**src/rtl/counter_pkg.sv**
```systemverilog
// Shared direction and mode encodings for the up/down counter family.
package counter_pkg;

  localparam logic DIR_UP    = 1'b0;
  localparam logic DIR_DOWN  = 1'b1;
  localparam logic MODE_WRAP = 1'b0;
  localparam logic MODE_SAT  = 1'b1;

endpackage

```
**src/rtl/updown_counter_next.sv**
```systemverilog
// Pure combinational next-count arithmetic, done in W+1 bits so that
// count+step and limit+1 never overflow.
module updown_counter_next
  import counter_pkg::*;
#(
  parameter int W = 8,
  parameter int S = 4
) (
  input  logic [W-1:0] count,
  input  logic [W-1:0] limit,
  input  logic [S-1:0] step,
  input  logic         dir,
  input  logic         sat,
  output logic [W-1:0] next_count,
  output logic         cross_up,
  output logic         cross_dn
);

  logic [W:0] cnt_x;
  logic [W:0] lim_x;
  logic [W:0] lim1;
  logic [W:0] step_x;
  logic [W:0] s_eff;
  logic [W:0] sum;
  logic [W:0] res;

  always_comb begin
    cnt_x  = {1'b0, count};
    lim_x  = {1'b0, limit};
    lim1   = lim_x + {{W{1'b0}}, 1'b1};
    step_x = {{(W+1-S){1'b0}}, step};
    s_eff  = (step_x > lim1) ? lim1 : step_x;
    sum    = cnt_x + s_eff;

    res      = cnt_x;
    cross_up = 1'b0;
    cross_dn = 1'b0;

    if (s_eff == '0) begin
      res = cnt_x;
    end else if (cnt_x > lim_x) begin
      // Limit was lowered under the count: always a crossing back into range.
      if (dir == DIR_UP) begin
        cross_up = 1'b1;
        res      = (sat == MODE_SAT) ? lim_x : '0;
      end else begin
        cross_dn = 1'b1;
        res      = lim_x;
      end
    end else if (dir == DIR_UP) begin
      if (sum <= lim_x) begin
        res = sum;
      end else begin
        cross_up = 1'b1;
        res      = (sat == MODE_SAT) ? lim_x : (sum - lim1);
      end
    end else begin
      if (s_eff <= cnt_x) begin
        res = cnt_x - s_eff;
      end else begin
        cross_dn = 1'b1;
        res      = (sat == MODE_SAT) ? '0 : (cnt_x + lim1 - s_eff);
      end
    end

    next_count = res[W-1:0];
  end

endmodule

```
**src/rtl/updown_counter.sv**
```systemverilog
// W-bit up/down counter with programmable limit and step, wrap/saturate,
// registered terminal-count pulse and sticky overflow/underflow flags.
module updown_counter #(
  parameter int W = 8,
  parameter int S = 4
) (
  input  logic         clk,
  input  logic         reset,
  input  logic         en,
  input  logic         dir,
  input  logic         clr,
  input  logic         load,
  input  logic [W-1:0] load_val,
  input  logic [W-1:0] limit,
  input  logic [S-1:0] step,
  input  logic         sat,
  input  logic         flag_clr,
  output logic [W-1:0] count,
  output logic         tc,
  output logic         ovf,
  output logic         unf
);

  logic [W-1:0] count_q, count_d;
  logic         tc_q, tc_d;
  logic         ovf_q, ovf_d;
  logic         unf_q, unf_d;

  logic [W-1:0] next_count;
  logic         cross_up;
  logic         cross_dn;

  updown_counter_next #(.W(W), .S(S)) u_next (
    .count      (count_q),
    .limit      (limit),
    .step       (step),
    .dir        (dir),
    .sat        (sat),
    .next_count (next_count),
    .cross_up   (cross_up),
    .cross_dn   (cross_dn)
  );

  always_comb begin
    count_d = count_q;
    tc_d    = 1'b0;
    ovf_d   = ovf_q;
    unf_d   = unf_q;

    // flag_clr goes first so that a crossing on the same edge sets the flag.
    if (flag_clr) begin
      ovf_d = 1'b0;
      unf_d = 1'b0;
    end

    if (clr) begin
      count_d = '0;
      ovf_d   = 1'b0;
      unf_d   = 1'b0;
    end else if (load) begin
      count_d = (load_val > limit) ? limit : load_val;
    end else if (en) begin
      count_d = next_count;
      tc_d    = cross_up | cross_dn;
      if (cross_up) ovf_d = 1'b1;
      if (cross_dn) unf_d = 1'b1;
    end
  end

  always_ff @(posedge clk or negedge reset) begin
    if (!reset) begin
      count_q <= '0;
      tc_q    <= 1'b0;
      ovf_q   <= 1'b0;
      unf_q   <= 1'b0;
    end else begin
      count_q <= count_d;
      tc_q    <= tc_d;
      ovf_q   <= ovf_d;
      unf_q   <= unf_d;
    end
  end

  assign count = count_q;
  assign tc    = tc_q;
  assign ovf   = ovf_q;
  assign unf   = unf_q;

endmodule
```
**config.mk**
```make
export PLATFORM = sky130hd
export DESIGN_NAME = updown_counter
export DESIGN_NICKNAME = d
export VERILOG_FILES = /design/src/rtl/counter_pkg.sv /design/src/rtl/updown_counter_next.sv /design/src/rtl/updown_counter.sv
export SDC_FILE = /design/constraint.sdc
export NUM_CORES = 1
export LEC_CHECK = 0
export BUFFER_PORTS_ARGS = -buffer_cell sky130_fd_sc_hd__buf_2
export CAP_MARGIN = 30
export CORE_MARGIN = 3
export CORE_UTILIZATION = 48
export DETAILED_ROUTE_END_ITERATION = 8
export GPL_ROUTABILITY_DRIVEN = 0
export MAX_ROUTING_LAYER = met4
export PLACE_DENSITY = 0.67
export SLEW_MARGIN = 10
export SYNTH_ARGS = -nofsm -noshare
export SYNTH_HDL_FRONTEND = slang
export SYNTH_SLANG_ARGS = --single-unit
```
**constraint.sdc**
```tcl
create_clock -name clk -period 9.25 [get_ports clk]
set_input_delay 1.3875 -clock clk [delete_from_list [all_inputs] [get_ports clk]]
set_output_delay 1.3875 -clock clk [all_outputs]
set_load 0.02 [all_outputs]
```
==> flow_summary.ini <==
[cts]
cts_buffer_depth = 2
hold_buffers = 0
cts.sinks = 11
clkTransAtPathRegs_ns = 0.06
numCtsBuffers = 3
root_buffer = clkbuf_8
cts_setup_buffers = 0
cts_resized = 0
cts_tree = built
cts_max_level = 1
clock_latency_ns = 0.25

[power_and_ir_drop]
power_switching_uw = 379.6
comb_power_share_pct = 82.3
peakVddDrop_uv = 75.39
p_clk_share_pct = 7.5
power.total_uw = 703.0
p_seq_share_pct = 10.2
cellPowerDensity_mw_per_mm2 = 174.6
intPower_uw = 323.4
switching_share_pct = 53.99
p_leak_nw = 1.918

[worst_setup_path]
critical_path_arrival_ns = 7.89
path_class = input port to register
required_ns = 9.42
timing.rr.end = count[3]
reg2reg_slack_ns = 4.41
cpPeakStageDelay_ns = 0.61
cp-end-kind = register
cpMaxStageDelayCell = o311a_1
crit_path_frequent_cell = ha_1
setup.worst_path.start_class = input port
cp-startpoint = limit[0]
path_max_fanout = 18
r2r_cells = 16
path_buf_inv = 3
critical_path.top_delay_family = compound AO/OA/AOI/OAI gates
r2r-start = count[2]

[outcome]
status = finished clean

[place]
placed_area_mm2 = 0.003983
dp_hpwl_um = 9178
numPortBuffers = 38

[die]
core_area_mm2 = 0.007370
ios = 39
initial_utilization_pct = 50.02
die_x_um = 93.63
die_y_um = 93.63
rows = 31
dieArea_mm2 = 0.008767

[global_route]
grt_usage_pct = 26.74
grt_pass1_wl_um = 18110
grt-ovfl-total = 0
grt_max_degree = 33
grt_pass1_vias = 3584
antenna_found_initial = 0

[drt]
first_iter_violations = 313
drc = 0
avgViaCountPerCell = 5.994
ant_nets = 0
vias = 3734
totalWireLength_um = 11080
drtPass1Iterations = 5
routedWlPerCell_um = 17.78

[hold_path]
whs_path_depth = 2
whs_endpoint = unf
worstHoldPathType = register to register
min_from = unf

[synth]
yosysWarnings = 0
netlist_area_mm2 = 0.003686
ys_ff_latch = 11
async_reset_ff_share_pct = 100.0
synthFlopType = dfrtp_1
yosysUniqueCellTypes = 65
postSynthAreaPerCell_um2 = 7.663
yosysSeqAreaShare_pct = 7.468
synth_edf_count = 0
syn_inst = 481

[final_layout]
fin_area_mm2 = 0.004028
num-nets-final = 628
num_antenna_cells = 0
fin_util_pct = 54.65
drive_gt1_share_pct = 11.83
synthToLayoutAreaGrowth_pct = 9.267

[timing]
slew_viol_final = 0
tightestPinTransition_ns = 0.7410
slew_headroom_pct = 50.27
fmax_mhz = 129.5
finalCriticalPeriod_ns = 7.721
finClkSkew_ns = 0.003495
period_share_pct = 83.46
finalHoldViolations = 0
rsz0062_at_grt = false
fin_tns_setup_ns = 0
setup_violations = 0

[run]
maxCapViolCount = 0
metrics by stage:
step / hold WS, ns / worst slack, ns / cells
floorplan: 0.6261 / 2.609 / 495
global placement: 0.5171 / 1.704 / 619
finish: 0.5191 / 1.529 / 623
CTS: 0.5283 / 1.647 / 623
detailed placement: 0.5142 / 1.403 / 619
global route: 0.5750 / 1.012 / 623
how the worst max path moves through the flow:
stage,endpoint,slack [ns],cells past startpoint
final,count[3],1.53,25
after global routing,count[1],1.01,25
after CTS,count[1],1.65,24
after detailed placement,count[1],1.40,24
after global placement,count[1],1.70,24
after floorplan,count[1],2.61,24
layout make-up:
class,instances,area (µm²)
fill,732,3342
multi-input combinational,415,3179
sequential,11,275.3
inverter,55,206.4
timing repair buffer,39,197.7
tap,99,123.9
clock buffer,4,45.04
layout by cell type, fill, tap and decap left out, types with 8 or more instances in the layout:
cell type,netlist,layout
a211oi_1,12,12
a21o_1,8,8
a21oi_1,36,36
buf_2,2,38
conb_1,2,16
dfrtp_1,11,11
fa_1,10,10
ha_1,65,65
inv_1,52,52
mux2i_1,10,10
nand2_1,29,29
nand2b_1,9,9
nor2_1,37,37
nor2b_1,9,9
nor3_1,13,13
o211ai_1,8,8
o21ai_0,21,21
xnor2_1,13,13
power groups by stage:
stage / clock, mW / sequential (mW) / combinational, mW
CTS: 0.0528 / 0.0726 / 0.567
floorplan: 0 / 0.0767 / 0.428
global route: 0.0555 / 0.0741 / 0.646
finish: 0.0525 / 0.0720 / 0.579
global placement: 0 / 0.0730 / 0.551
detailed placement: 0 / 0.0735 / 0.563
registers in the layout (all words and copies together), names as in the netlist:
signal,count
count,8
unf,1
ovf,1
tc,1
synth_stat cells, drive strengths merged, types with 5 or more instances:
library cell / n / area share (%)
mux2i: 10 / 2.7
dfrtp: 11 / 7.5
ha: 65 / 22
xnor2: 16 / 4.4
nor2b: 9 / 1.5
o211ai: 8 / 1.6
a21o: 8 / 1.6
a21oi: 37 / 5.1
inv: 55 / 5.6
nor3: 13 / 1.8
nor2: 37 / 3.8
nand3b: 5 / 1.0
buf: 6 / 1.3
clkbuf: 8 / 0.81
o21a: 7 / 1.4
nand2: 29 / 3.0
nand4: 5 / 0.85
nand3: 7 / 0.95
a211oi: 13 / 2.8
fa: 10 / 5.4
a2111oi: 5 / 1.4
nor3b: 7 / 1.4
nand2b: 9 / 1.5
o21ai: 26 / 3.5
xor2: 6 / 1.4
per-layer routing:
| metal | part of all wire [%] | GRT usage (%) | wire (µm) |
|---|---|---|---|
| met1 | 47 | 36.74 | 5205 |
| met2 | 45 | 41.87 | 4934 |
| met3 | 5.9 | 3.298 | 650 |
| met4 | 2.6 | 6.739 | 286 |
| met5 | 0 | - | 0 |
cells by family (layout without fill, tap and decap cells):
family                     after synthesis  count (layout)  synth area share, %
and+or+nand+nor                        141             141                19.69
buffers and inverters                   69              98                7.705
xor gates and xnor gates                22              22                5.839
DFF                                     11              11                7.468
muxes                                   14              14                3.938
AOI/OAI and AO/OA                      145             145                27.09
other                                    2              16               0.2037
adders and majority gates               77              77                28.07
worst min-delay path, stage by stage, from the launching register on:
cell and delay, ns:
dfrtp_1 0.34, a21oi_1 0.07, nor2_1 0.07
Note: power is estimated with default switching activity, not from simulation.
